## config.mk

```make
export PLATFORM = sky130hd
export DESIGN_NAME = sobel_grad_pipe
export DESIGN_NICKNAME = d
export VERILOG_FILES = /design/src/rtl/sobel_grad_pipe.sv
export SDC_FILE = /design/constraint.sdc
export NUM_CORES = 1
export LEC_CHECK = 0
export ABC_AREA = 1
export BUFFER_PORTS_ARGS = -buffer_cell sky130_fd_sc_hd__buf_2
export CORE_MARGIN = 10
export CORE_UTILIZATION = 61
export CTS_CLUSTER_SIZE = 16
export DETAILED_ROUTE_END_ITERATION = 16
export PLACE_DENSITY = 0.85
export SYNTH_ARGS = -nofsm -noshare
export SYNTH_HDL_FRONTEND = slang
export SYNTH_SLANG_ARGS = --single-unit
```

## constraint.sdc

```tcl
create_clock -name clk -period 7 [get_ports clk]
set_input_delay 1.05 -clock clk [delete_from_list [all_inputs] [get_ports clk]]
set_output_delay 1.05 -clock clk [all_outputs]
set_load 0.02 [all_outputs]
```

## src/rtl/sobel_grad_pipe.sv

```systemverilog
// Streaming 3x3 Sobel gradient unit: three valid/ready stages, gx/gy -> |gx|,|gy| -> mag/edge/dir.
// Optional quantised direction output is built only when SOBEL_DIR_EN is defined.
module sobel_grad_pipe #(
    parameter int PIX_W    = 8,
    parameter int OUT_W    = 16,
    parameter int MAG_MODE = 0,
    parameter int USER_W   = 2
) (
    input  logic                    clk,
    input  logic                    rst_n,
    input  logic                    in_valid_i,
    output logic                    in_ready_o,
    input  logic [PIX_W-1:0]        p00_i,
    input  logic [PIX_W-1:0]        p01_i,
    input  logic [PIX_W-1:0]        p02_i,
    input  logic [PIX_W-1:0]        p10_i,
    input  logic [PIX_W-1:0]        p11_i,
    input  logic [PIX_W-1:0]        p12_i,
    input  logic [PIX_W-1:0]        p20_i,
    input  logic [PIX_W-1:0]        p21_i,
    input  logic [PIX_W-1:0]        p22_i,
    input  logic [OUT_W-1:0]        thresh_i,
    input  logic [USER_W-1:0]       in_user_i,
    output logic                    out_valid_o,
    input  logic                    out_ready_i,
    output logic signed [OUT_W-1:0] gx_o,
    output logic signed [OUT_W-1:0] gy_o,
    output logic [OUT_W-1:0]        mag_o,
    output logic                    edge_o,
    output logic [1:0]              dir_o,
    output logic [USER_W-1:0]       out_user_o
);

    if (OUT_W < PIX_W + 3) begin : g_bad_width
        $error("sobel_grad_pipe: OUT_W must be >= PIX_W+3");
    end

    typedef logic signed [OUT_W-1:0] sgrad_t;
    typedef logic [OUT_W-1:0]        ugrad_t;

    function automatic sgrad_t zext(input logic [PIX_W-1:0] p);
        return sgrad_t'({{(OUT_W-PIX_W){1'b0}}, p});
    endfunction

    // The centre pixel carries no weight in either kernel.
    logic unused_p11;
    assign unused_p11 = ^p11_i;

    logic v1_q, v2_q, v3_q;
    logic ld1, ld2, ld3;

    // Ready ripples combinationally from the output back to the input.
    assign ld3        = !v3_q || out_ready_i;
    assign ld2        = !v2_q || ld3;
    assign ld1        = !v1_q || ld2;
    assign in_ready_o = ld1;

    // ---------------- Stage 1: signed gradients ----------------
    sgrad_t              gx1_d, gy1_d, gx1_q, gy1_q;
    ugrad_t              th1_q;
    logic [USER_W-1:0]   user1_q;

    always_comb begin
        gx1_d = (zext(p02_i) + (zext(p12_i) <<< 1) + zext(p22_i))
              - (zext(p00_i) + (zext(p10_i) <<< 1) + zext(p20_i));
        gy1_d = (zext(p00_i) + (zext(p01_i) <<< 1) + zext(p02_i))
              - (zext(p20_i) + (zext(p21_i) <<< 1) + zext(p22_i));
    end

    // NOTE: non-blocking assignments keep every register sampling pre-edge values, so stage order is irrelevant.
    // NOTE: datapath registers are not reset; the valid bits alone decide whether their contents mean anything.
    always_ff @(posedge clk) begin
        if (!rst_n)   v1_q <= 1'b0;
        else if (ld1) v1_q <= in_valid_i;
        if (ld1 && in_valid_i) begin
            gx1_q   <= gx1_d;
            gy1_q   <= gy1_d;
            th1_q   <= thresh_i;
            user1_q <= in_user_i;
        end
    end

    // ---------------- Stage 2: absolute values ----------------
    ugrad_t              ax2_d, ay2_d, ax2_q, ay2_q, th2_q;
    sgrad_t              gx2_q, gy2_q;
    logic [USER_W-1:0]   user2_q;

    always_comb begin
        ax2_d = gx1_q[OUT_W-1] ? ugrad_t'(-gx1_q) : ugrad_t'(gx1_q);
        ay2_d = gy1_q[OUT_W-1] ? ugrad_t'(-gy1_q) : ugrad_t'(gy1_q);
    end

    always_ff @(posedge clk) begin
        if (!rst_n)   v2_q <= 1'b0;
        else if (ld2) v2_q <= v1_q;
        if (ld2 && v1_q) begin
            ax2_q   <= ax2_d;
            ay2_q   <= ay2_d;
            gx2_q   <= gx1_q;
            gy2_q   <= gy1_q;
            th2_q   <= th1_q;
            user2_q <= user1_q;
        end
    end

    // ---------------- Stage 3: magnitude, edge, direction ----------------
    ugrad_t mx, mn, mag3_d;
    logic   edge3_d;
    logic [1:0] dir3_d;

`ifdef SOBEL_DIR_EN
    logic [OUT_W+2:0] ax_e, ay_e, ax5, ay5, ax2x, ay2x;
`endif

    // NOTE: every combinational output gets a default first, so no path can infer a latch.
    always_comb begin
        mx      = (ax2_q >= ay2_q) ? ax2_q : ay2_q;
        mn      = (ax2_q >= ay2_q) ? ay2_q : ax2_q;
        mag3_d  = ax2_q + ay2_q;
        dir3_d  = 2'b00;
        if (MAG_MODE == 1) mag3_d = mx + (mn >> 1);
        edge3_d = mag3_d > th2_q;
`ifdef SOBEL_DIR_EN
        ax_e = {3'b000, ax2_q};
        ay_e = {3'b000, ay2_q};
        ax5  = (ax_e << 2) + ax_e;
        ay5  = (ay_e << 2) + ay_e;
        ax2x = ax_e << 1;
        ay2x = ay_e << 1;
        if (ay5 <= ax2x)                          dir3_d = 2'd0;
        else if (ax5 <= ay2x)                     dir3_d = 2'd2;
        else if (gx2_q[OUT_W-1] == gy2_q[OUT_W-1]) dir3_d = 2'd1;
        else                                      dir3_d = 2'd3;
`endif
    end

    always_ff @(posedge clk) begin
        if (!rst_n) begin
            v3_q       <= 1'b0;
            gx_o       <= '0;
            gy_o       <= '0;
            mag_o      <= '0;
            edge_o     <= 1'b0;
            dir_o      <= 2'b00;
            out_user_o <= '0;
        end else begin
            if (ld3) v3_q <= v2_q;
            if (ld3 && v2_q) begin
                gx_o       <= gx2_q;
                gy_o       <= gy2_q;
                mag_o      <= mag3_d;
                edge_o     <= edge3_d;
                dir_o      <= dir3_d;
                out_user_o <= user2_q;
            end
        end
    end

    assign out_valid_o = v3_q;

endmodule
```

# --- Word-level counts from Yosys, hierarchy flattened ---
# Index checks and enable logic that the tools add are counted.
word_totals:
  elab_cells: 45
  out_inout_bits: 55
  register_bits: 186
  in_bits: 94
classes:
  reduce_logical: 9
  addsub: 13
  magnitude_cmp: 1
  n_mux: 2
ops:
  columns: ["operator", "count"]
  rows:
  - ["adder 10 x 8 -> 11 bit", 4]
  - ["adder 8 x 9 -> 10 bit", 4]
  - ["negator 16 bit", 2]
  - ["two-way mux 15 bit", 2]
  - ["subtractor 11 x 11 -> 12 bit", 2]
  - ["adder 16 bit", 1]
  - ["> comparator 16 bit", 1]
  - ["logical AND 1 bit", 3]
  - ["zero test 1 bit", 3]
  - ["logical OR 1 bit", 3]

# --- Depth between registers and ports, before layout ---
# Gate-level depths: netlist (run 1).
logic_depth:
  depth_word: 5
  ltp_mapped: 19
  depth_no_buf: 19

# --- Worst setup path before layout (run 1) ---
# No wires, ideal clock.
synth_timing:
  path_type: "input port to flip-flop"
  start: "input p00_i[3]"
  end: "register gx1_q[8], data pin"
  slack_ns: 2.934
  setup_time_ns: 0.265
  t_arrival_ns: 3.801
  required_time_ns: 6.735
  path_stages: 12
  cell_sequence: "inv_1 -> fa_1 -> fa_1 -> inv_1 -> fa_1 -> inv_1 -> ha_1 -> a21oi_1 -> nand2_1 -> a21oi_1 -> o21ai_0 -> xor2_1"
synth_between:
  elab_chain_len: 3
synth_lines:
  columns: ["item", "line_no", "source"]
  rows:
  - ["start: declaration", "13", "input logic [PIX_W-1:0] p00_i,"]
  - ["adder 8 x 9 -> 10 bit", "65", "- (zext(p00_i) + (zext(p10_i) <<< 1) + zext(p20_i));"]
  - ["adder 10 x 8 -> 11 bit", "65", null]
  - ["subtractor 11 x 11 -> 12 bit", "65", null]
  - ["named net gx1_d[8]", "59", "sgrad_t gx1_d, gy1_d, gx1_q, gy1_q;"]
  - ["end signal: assignment", "76", "gx1_q <= gx1_d;"]
  - ["end: declaration", "59", null]
# The timed path passes the listed nets, and every way through them passes these cells.
# A chain may end at the register's enable or synchronous reset.

# --- Worst setup path after layout (run 1) ---
# Same ends and word-level chain as after synthesis.

==> impl_metrics.json, run 1 <==
{
  "outcome": "complete, no violations",
  "synthTopCellsByArea": "edfxtp_1 (36%), fa_1 (13%), dfxtp_1 (9.7%), inv_1 (9.5%), ha_1 (7.5%)",
  "drc": 0,
  "setup_viol": 0,
  "slowest_delay_ns": 0.56,
  "syn-instance-count": 994,
  "syn_avg_cell_area_um2": 9.55,
  "reg2reg_to": "edge_o$_SDFFE_PN0P_",
  "synth_commonest_cells": "inv_1 (240), nand2_1 (153), nor2_1 (121)",
  "seqPwrFrac": 0.362,
  "routed_wl_um": 20100,
  "syn-cell-area_mm2": 0.00950,
  "power.internal_mw": 2.47,
  "clockBufferDepth": 2,
  "fmax_mhz": 249,
  "clock_latency_ns": 0.42,
  "min_period_ns": 4.02,
  "vias": 6760,
  "drt_iter0_drc": 470,
  "postCtsHoldBufs": 0,
  "p_sw_mw": 1.36,
  "synth_compound_area_frac": 0.0488,
  "crit_chain": "buf_2 -> inv_1 -> fa_1 -> fa_1 -> inv_1 -> fa_1 -> inv_1 -> ha_1 -> a21oi_1 -> nand2_1 -> a21oi_1 -> o21ai_0 -> xor2_1",
  "finalHoldViolCount": 0,
  "holdPathStages": 0,
  "whs_ns": 0.413,
  "grt_max_degree": 73,
  "final_layout_size_suffix_gt1_frac": 0.157,
  "p_total_mw": 3.83,
  "grt_setup_unrepaired": "false",
  "cts_root_buf": "clkbuf_16",
  "core_area_mm2": 0.0152,
  "leakage_nw": 5.56,
  "worst-path-max-fanout": 5,
  "firstDrtPassIters": 5,
  "first_global_vias": 6839,
  "slowest_stage": "fa_1",
  "yosys.area.top_type": "edfxtp_1",
  "grt_usage": 0.196,
  "cts_inserted_buffers": 17,
  "dpl.cell_count": 1308,
  "hold_start": "th1_q[13]$_DFFE_PP_",
  "synth.most_common_cell": "inv_1",
  "synth.top_cell.area_share": 0.361,
  "min_to": "th2_q[13]$_DFFE_PP_",
  "grt_pass1_wl_um": 32000,
  "dieWidth_um": 145,
  "fin_setup_tns_ns": 0,
  "hpwl_um": 15400,
  "yosys.area_share.simple": 0.137,
  "period_share": 0.574,
  "finClkSkew_ns": 0.00796,
  "p_per_area_mw_per_mm2": 349,
  "num-fill-cells": 1082,
  "clock_sinks": 160,
  "ys_types": 34,
  "swShare": 0.356,
  "synth_top_family_by_area": "adder cells",
  "cts_resized": 0,
  "drv_cap": 0,
  "synth_warnings": 0,
  "crit_path_end_kind": "flop",
  "slew_headroom": 0.386,
  "synth-edff-count": 114,
  "r2r_slack_ns": 4.16,
  "hp-class": "flop to flop",
  "instances_no_fill": 1343,
  "overflow": 0,
  "boundaryPins": 149,
  "arrival_ns": 4.18,
  "ys_ff_latch": 160,
  "clock_power_share": 0.253,
  "vdd_drop_max_uv": 178,
  "r2r-start": "ay2_q[0]$_DFFE_PP_",
  "cp-start-kind": "input pin",
  "tritoncts": "yes",
  "nNetsFinal": 1353,
  "antenna_found_initial": 1,
  "synthMuxAreaShare": 0,
  "avgRoutedWirePerCell_um": 14.9,
  "criticalPathCategory": "input pin to flop",
  "ys_async_sr_fraction": 0,
  "synth_xor_area_frac": 0.0377,
  "clk_pin_slew_ns": 0.06,
  "postRouteAntennaNets": 0,
  "postCtsSetupBuffers": 0,
  "synthFlopType": "edfxtp_1",
  "synth_fa_ha_area_frac": 0.208,
  "startpoint": "p00_i[3]",
  "initial_utilization": 0.625,
  "fp-row-count": 45,
  "worst_pin_slew_ns": 0.920,
  "ys_seq_area_frac": 0.458,
  "gp_congestion": 0.912,
  "power.share.combinational": 0.385,
  "drv_slew": 0,
  "syn2layout_area_growth_pct": 15.5,
  "die_h_um": 145,
  "vias_per_cell": 5.03,
  "cts.htree.levels": 4,
  "portBuffers": 138,
  "cp.required_ns": 7.16,
  "reg2reg_depth": 19,
  "die-area_mm2": 0.0210
}
routing by layer:
layer / vias to the layer above / GRT usage / share of wire
li1: 3338 / - / -
met1: 3146 / 0.219 / 0.40
met2: 246 / 0.352 / 0.51
met3: 30 / 0.0590 / 0.079
met4: 0 / 0.0612 / 0.017
met5: - / 0 / 0
worst max-delay path by stage:
stage                               endpoint  depth (start not counted)  slack [ns]
final                     gx1_q[8]$_DFFE_PP_                         13        2.98
after global routing      gx1_q[8]$_DFFE_PP_                         13        2.86
after CTS                 gx1_q[8]$_DFFE_PP_                         13        3.01
after detailed placement  gx1_q[8]$_DFFE_PP_                         13        2.57
after global placement    gx1_q[8]$_DFFE_PP_                         13        2.71
after floorplan           gx1_q[8]$_DFFE_PP_                         12        2.93
cell usage in the layout, fill, tap and decap left out, drive strengths merged:
cell / count
inv: 242
nand2: 157
buf: 140
nor2: 121
edfxtp: 114
fa: 63
ha: 57
dfxtp: 46
o21ai: 45
a21oi: 31
xor2: 28
nand3: 26
clkbuf: 19
xnor2: 12
conb: 10
clkinv: 8
nor3: 6
nand4: 5
bufinv: 4
diode: 3
o211ai: 3
a21o: 3
a31oi: 3
or2: 2
nand3b: 2
and2: 1
nor4: 1
a211oi: 1
o21bai: 1
clkinvlp: 1
worst max-delay path, delay by kind of cell:
kind,cells,cell delay (ns)
AOI/OAI and AO/OA,3,0.61
xor gates and xnor gates,1,0.15
adders and majority gates,4,1.97
buffers and inverters,4,0.28
and+or+nand+nor,1,0.12
power groups by stage:
stage | clock [mW] | combinational, mW | sequential, mW
after global placement | 0 | 1.39 | 1.39
after global routing | 1.02 | 1.69 | 1.40
after CTS | 0.975 | 1.47 | 1.38
after floorplan | 0 | 1.13 | 1.38
final | 0.968 | 1.47 | 1.39
after detailed placement | 0 | 1.46 | 1.40
layout make-up:
class                           count  area (µm²)  share of cell area
Sequential cell                   160        4340               0.396
Multi-Input combinational cell    578        4140               0.377
Inverter                          242         908              0.0829
Timing Repair Buffer              140         706              0.0644
Clock buffer                       19         443              0.0404
Tap cell                          188         235              0.0215
Clock inverter                     13         184              0.0168
Antenna cell                        3        7.51            0.000685
state kept, by name, indices dropped and copies added (netlist names), 11 cells and up:
register / count
th2_q: 16
gy1_q: 12
ax2_q: 16
th1_q: 16
gy_o: 12
gx1_q: 12
ay2_q: 16
gx2_q: 11
gx_o: 12
mag_o: 16
gy2_q: 11
per-stage QoR:
step | instance area [µm²] | util | setup WS [ns]
after floorplan | 9530 | - | 2.93
after global placement | 10300 | 0.679 | 2.71
after detailed placement | 10300 | 0.679 | 2.57
after CTS | 11000 | 0.721 | 3.01
after global routing | 11000 | 0.721 | 2.86
final | 11000 | 0.721 | 2.98
kinds of logic after synthesis:
| kind of cell | Yosys count |
|---|---|
| compound gates | 87 |
| xor+xnor | 40 |
| fa+ha+maj | 120 |
| buf+inv | 265 |
| other cells | 1 |
| simple gates | 321 |
| flops | 160 |
No activity file was read; power rests on OpenSTA's default activity.
==> run 2, diff against run 1 <==
--- a/config.mk
+++ b/config.mk
@@ -5,13 +5,13 @@
 export SDC_FILE = /design/constraint.sdc
 export NUM_CORES = 1
 export LEC_CHECK = 0
-export ABC_AREA = 1
+export ABC_AREA = 0
 export BUFFER_PORTS_ARGS = -buffer_cell sky130_fd_sc_hd__buf_2
 export CORE_MARGIN = 10
-export CORE_UTILIZATION = 61
+export CORE_UTILIZATION = 57
 export CTS_CLUSTER_SIZE = 16
 export DETAILED_ROUTE_END_ITERATION = 16
-export PLACE_DENSITY = 0.85
+export PLACE_DENSITY = 0.8
 export SYNTH_ARGS = -nofsm -noshare
 export SYNTH_HDL_FRONTEND = slang
 export SYNTH_SLANG_ARGS = --single-unit
==> constraint.sdc (replaced) <==
create_clock -name clk -period 3.7 [get_ports clk]
set_input_delay 0.555 -clock clk [delete_from_list [all_inputs] [get_ports clk]]
set_output_delay 0.555 -clock clk [all_outputs]
set_load 0.02 [all_outputs]
==> run 2 against run 1 <==
  * Non-clock buffer count rose by 25
  * Largest power group unchanged
  * Clock skew fell by 0.00079 ns
  * First-iteration DRC count fell by 20%
  * Worst setup slack got worse by 2.8 ns
  * Global-route usage fell by 2.2 points
  * Combinational power rose by 100%
  * Worst hold slack got worse by 0.11 ns
  * Area after synthesis fell by 4.4%
  * Cell area fell by 1.3%
  * Routed wire length fell by 8.1%
  * Via count fell by 9.6%
  * Sequential cell count did not move
  * Largest cell class unchanged
==> impl_metrics.json, run 2 <==
{
  "outcome": "complete, no violations",
  "antenna_found_initial": 0,
  "cp-start-kind": "flop",
  "core_area_mm2": 0.0158,
  "final_layout_size_suffix_gt1_frac": 0.219,
  "syn-instance-count": 820,
  "syn-cell-area_mm2": 0.00908,
  "vias": 6111,
  "crit_top_cell": "ha_1",
  "fp-row-count": 46,
  "r2r_slack_ns": 0.14,
  "synthTopCellsByArea": "edfxtp_1 (38%), fa_1 (14%), dfxtp_1 (10%), ha_1 (7.9%), inv_1 (6.9%)",
  "min_period_ns": 3.56,
  "portBuffers": 138,
  "yosys.area.top_type": "edfxtp_1",
  "vias_per_cell": 5.03,
  "pre_cts_ws_ns": -0.337,
  "dieWidth_um": 146,
  "cts_inserted_buffers": 17,
  "synthFlopType": "edfxtp_1",
  "seqPwrFrac": 0.362,
  "first_global_vias": 6532,
  "drc": 0,
  "synth_commonest_cells": "inv_1 (167), edfxtp_1 (114), nand2_1 (91)",
  "ys_async_sr_fraction": 0,
  "period_share": 0.962,
  "p_total_mw": 7.40,
  "synth_warnings": 0,
  "slowest_delay_ns": 0.43,
  "finClkSkew_ns": 0.00717,
  "finalWorstSetupSlack_ns": 0.140,
  "syn2layout_area_growth_pct": 19.2,
  "crit_chain": "ha_1 -> fa_1 -> a21oi_2 -> o221ai_2 -> and2_4 -> o41ai_4 -> xnor2_2 -> ha_1 -> nand4_1 -> nor3_1 -> a221oi_1 -> o21ai_1 -> a32o_1",
  "overflow": 0,
  "ys_ff_latch": 160,
  "wl_met2_um": 9230,
  "syn_avg_cell_area_um2": 11.1,
  "ys_types": 54,
  "drv_cap": 0,
  "swShare": 0.342,
  "die-area_mm2": 0.0214,
  "fmax_mhz": 281,
  "routed_wl_um": 18400,
  "die_h_um": 146,
  "initial_utilization": 0.576,
  "arrival_ns": 3.87,
  "cp.required_ns": 4.01,
  "power.internal_mw": 4.87,
  "final_common_cell": "inv_1",
  "crit_path_end_kind": "flop",
  "fin_area_mm2": 0.0108,
  "criticalPathCategory": "flop to flop",
  "hpwl_um": 14100,
  "drt_iter0_drc": 377,
  "final_cell_mix": "inv_1 (166), buf_2 (138), edfxtp_1 (114)",
  "dr_wl_met3_um": 1030,
  "avgRoutedWirePerCell_um": 15.2,
  "p_sw_mw": 2.54,
  "worst_pin_slew_ns": 0.957,
  "ys_seq_area_frac": 0.479,
  "vdd_drop_max_uv": 368,
  "p_per_area_mw_per_mm2": 684,
  "power.share.combinational": 0.402,
  "clk_pin_slew_ns": 0.06,
  "postRouteAntennaNets": 0,
  "worst-path-max-fanout": 4,
  "grt_setup_unrepaired": "false",
  "grt_max_degree": 44,
  "tritoncts": "yes",
  "grt_usage": 0.174,
  "critPathTopFamily": "compound AO/OA/AOI/OAI gates",
  "cts.htree.levels": 4,
  "antenna_cells": 0,
  "clockBufferDepth": 2,
  "leakage_nw": 4.97,
  "wl_met1_um": 7790,
  "finalHoldViolCount": 0,
  "synth.most_common_cell": "inv_1",
  "boundaryPins": 149,
  "synth-edff-count": 114,
  "cts_root_buf": "clkbuf_16",
  "clock_latency_ns": 0.42,
  "drv_slew": 0,
  "grt_pass1_wl_um": 30400,
  "nNetsFinal": 1199,
  "synth.top_cell.area_share": 0.377,
  "num-fill-cells": 1139,
  "path_buf_inv": 0,
  "slew_headroom": 0.360,
  "clock_power_share": 0.236,
  "highest_layer": "met4",
  "firstDrtPassIters": 5,
  "clock_sinks": 160,
  "gp_congestion": 0.857,
  "placed_cell_area_mm2": 0.0102,
  "hp-class": "input pin to flop",
  "setup_viol": 0,
  "slowest_stage": "fa_1"
}
## run 2: timing repair
item,4_1_cts,5_1_grt
buffers inserted,0,1
hold buffers,0,0
pin swaps,0,2
resized for setup,1,8
setup endpoints to repair,1,6
## run 2: metal layers
layer	global-route usage	vias up
met2	0.299	190
met4	0.0696	0
met1	0.207	2880
met5	0	-
li1	-	3006
met3	0.0414	35
## run 2: layout make-up
type	count	area, µm²	share of cell area
sequential	160	4340	0.401
multi-input combinational	474	4090	0.378
timing repair buffer	165	893	0.0826
inverter	167	627	0.0579
clock buffer	18	429	0.0397
tap	216	270	0.0250
clock inverter	14	166	0.0154
## run 2: worst paths after layout
check,startpoint,end,cells after the start
max,ay2_q[0]$_DFFE_PP_,edge_o$_SDFFE_PN0P_,13
min,thresh_i[12],th1_q[12]$_DFFE_PP_,1
max reg2reg,ay2_q[0]$_DFFE_PP_,edge_o$_SDFFE_PN0P_,13
min reg2reg,th1_q[6]$_DFFE_PP_,th2_q[6]$_DFFE_PP_,0
## run 2: kinds of logic (layout without fill, tap and decap cells)
kind of cell / Yosys count / count (layout) / synth area share
AO/OA/AOI/OAI: 129 / 129 / 0.0877
adder cells (fa/ha/maj): 120 / 120 / 0.218
multiplexers: 4 / 4 / 0.00441
flip-flops: 160 / 160 / 0.479
other: 1 / 10 / 0.000413
XOR/XNOR: 45 / 45 / 0.0434
buffers and inverters: 195 / 364 / 0.0851
AND/OR/NAND/NOR: 166 / 166 / 0.0829
## run 2: through the flow
stage                     hold WS [ns]  TNS, ns  instances  utilization
final                            0.304        0       1214        0.686
after detailed placement         0.405    -2.40       1181        0.645
after CTS                        0.284        0       1213        0.683
after floorplan                  0.400        0        829            -
after global routing             0.284        0       1214        0.686
after global placement           0.402    -1.52       1181        0.645
## run 2: power groups by stage
stage | combinational [mW] | sequential, mW | clock [mW]
2_1_floorplan | 2.06 | 2.64 | 0
3_3_place_gp | 2.71 | 2.69 | 0
3_5_place_dp | 2.83 | 2.71 | 0
4_1_cts | 2.90 | 2.68 | 1.78
5_1_grt | 3.36 | 2.71 | 1.86
6_report | 2.98 | 2.68 | 1.75
==> run 3, diff against run 2 <==
--- a/config.mk
+++ b/config.mk
@@ -7,11 +7,15 @@
 export LEC_CHECK = 0
 export ABC_AREA = 0
 export BUFFER_PORTS_ARGS = -buffer_cell sky130_fd_sc_hd__buf_2
+export CELL_PAD_IN_SITES_DETAIL_PLACEMENT = 0
+export CELL_PAD_IN_SITES_GLOBAL_PLACEMENT = 1
+export CORE_ASPECT_RATIO = 0.75
 export CORE_MARGIN = 10
-export CORE_UTILIZATION = 57
+export CORE_UTILIZATION = 45
 export CTS_CLUSTER_SIZE = 16
 export DETAILED_ROUTE_END_ITERATION = 16
-export PLACE_DENSITY = 0.8
+export PLACE_DENSITY_LB_ADDON = 0.1
+export RECOVER_POWER = 50
 export SYNTH_ARGS = -nofsm -noshare
 export SYNTH_HDL_FRONTEND = slang
 export SYNTH_SLANG_ARGS = --single-unit
==> run 3 against run 2 <==
  * The flow now finishes with violations (max-capacitance violations, max-slew violations)
  * Worst setup slack gained 0.011 ns
  * Critical path depth unchanged
  * Worst hold slack worse by 0.0016 ns
  * Register-to-register slack gained 0.09 ns
  * Final cell count grew 3.3%
  * Count of clock-buffer cells in the layout is 1 lower
  * Sequential power about the same
==> impl_metrics.json, run 3 (synthesis results as in run 2) <==
{
  "outcome": "finished, violations left",
  "violations": "max-capacitance violations, max-slew violations",
  "postRouteAntennaNets": 0,
  "clockBufferDepth": 2,
  "worst_pin_slew_ns": 1.98,
  "finClkSkew_ns": 0.0146,
  "postCtsHoldBufs": 0,
  "final_layout_size_suffix_gt1_frac": 0.170,
  "path_buf_inv": 3,
  "tritoncts": "yes",
  "dr_wl_met3_um": 993,
  "clk_pin_slew_ns": 0.07,
  "criticalPathCategory": "input pin to flop",
  "slowest_delay_ns": 0.51,
  "drv_cap": 2,
  "fin_area_mm2": 0.0108,
  "firstDrtPassIters": 5,
  "crit_chain": "buf_2 -> inv_1 -> fa_1 -> fa_2 -> fa_1 -> inv_1 -> ha_1 -> fa_2 -> a21o_1 -> a21oi_2 -> o21ai_2 -> o41ai_2 -> xnor2_1",
  "r2r_slack_ns": 0.23,
  "vias_per_cell": 4.79,
  "routed_wl_um": 19100,
  "p_per_area_mw_per_mm2": 689,
  "reg2reg_depth": 14,
  "gp_congestion": 0.780,
  "highest_layer": "met4",
  "min_period_ns": 3.55,
  "drc": 0,
  "syn2layout_area_growth_pct": 18.9,
  "fmax_mhz": 282,
  "finalWorstSetupSlack_ns": 0.151,
  "slowest_stage": "fa_1",
  "finalHoldViolCount": 0,
  "grt_max_degree": 44,
  "period_share": 0.959,
  "vdd_drop_max_uv": 247,
  "die_h_um": 143,
  "setup_viol": 0,
  "vias": 6006,
  "cts_inserted_buffers": 17,
  "cp-start-kind": "input pin",
  "hp-class": "input pin to flop",
  "cts.htree.levels": 4,
  "portBuffers": 138,
  "core_area_mm2": 0.0196,
  "boundaryPins": 149,
  "hold_start": "thresh_i[5]",
  "arrival_ns": 3.72,
  "die-area_mm2": 0.0263,
  "reg2reg_to": "edge_o$_SDFFE_PN0P_",
  "initial_utilization": 0.463,
  "wl_met1_um": 9190,
  "clock_sinks": 160,
  "first_global_vias": 6273,
  "critPathTopFamily": "adder cells",
  "hpwl_um": 15300,
  "antenna_found_initial": 0,
  "min_to": "th1_q[5]$_DFFE_PP_",
  "crit_path_end_kind": "flop",
  "clock_latency_ns": 0.42,
  "fp-row-count": 44,
  "leakage_nw": 4.76,
  "grt_pass1_wl_um": 31000,
  "antenna_cells": 0,
  "drv_slew": 35,
  "wl_met2_um": 8750,
  "placed_cell_area_mm2": 0.0103,
  "r2r-start": "ax2_q[0]$_DFFE_PP_",
  "cts_root_buf": "clkbuf_16",
  "nNetsFinal": 1202,
  "final_cell_mix": "inv_1 (166), edfxtp_1 (114), nand2_1 (91)",
  "final_common_cell": "inv_1",
  "overflow": 0,
  "postCtsSetupBuffers": 0,
  "grt_setup_unrepaired": "false",
  "avgRoutedWirePerCell_um": 15.2,
  "cp.required_ns": 3.87,
  "pre_cts_ws_ns": -0.385,
  "slew_headroom": -0.325,
  "dieWidth_um": 184,
  "worst-path-max-fanout": 2,
  "grt_usage": 0.148,
  "drt_iter0_drc": 270,
  "holdPathStages": 1
}
-- run 3: metrics by stage --
stage	hold WS [ns]	std cells	TNS (ns)	power [mW]	util
floorplan	0.400	829	0	4.70	-
global placement	0.402	1222	-2.39	5.63	0.524
detailed placement	0.405	1222	-2.87	5.68	0.524
CTS	0.286	1254	0	7.51	0.555
global route	0.288	1254	0	7.99	0.551
finish	0.302	1254	0	7.44	0.551
-- run 3: how the worst max path moves through the flow --
stage / startpoint / endpoint / cells after the start / slack [ns]
6_report: p02_i[0] / gx1_q[9]$_DFFE_PP_ / 13 / 0.15
5_1_grt: p20_i[3] / gx1_q[9]$_DFFE_PP_ / 13 / 0.002
4_1_cts: ax2_q[0]$_DFFE_PP_ / edge_o$_SDFFE_PN0P_ / 13 / 0.01
3_5_place_dp: p20_i[3] / gy1_q[9]$_DFFE_PP_ / 14 / -0.39
3_3_place_gp: p00_i[3] / gy1_q[9]$_DFFE_PP_ / 15 / -0.31
2_1_floorplan: p00_i[3] / gy1_q[9]$_DFFE_PP_ / 14 / 0.009
-- run 3: layer usage --
layer  vias up  global-route usage
met5         -                   0
li1       3011                   -
met4         0              0.0417
met2       118               0.228
met1      2863               0.203
met3        14              0.0355
-- run 3: timing repair --
action / CTS / global route
setup endpoints to repair: 1 / 4
resized for setup: 1 / 6
pin swaps: 0 / 4
-- run 3: layout make-up --
cell class	count	area, µm²
Clock buffer	17	425
Clock inverter	15	188
Fill cell	1763	8810
Inverter	167	627
Multi-Input combinational cell	474	4050
Sequential cell	160	4340
Tap cell	253	317
Timing Repair Buffer	168	846
-- run 3: power breakdown --
group | internal [mW] | switching, mW
clock | 0.976 | 0.807
combinational | 1.38 | 1.59
sequential | 2.43 | 0.249
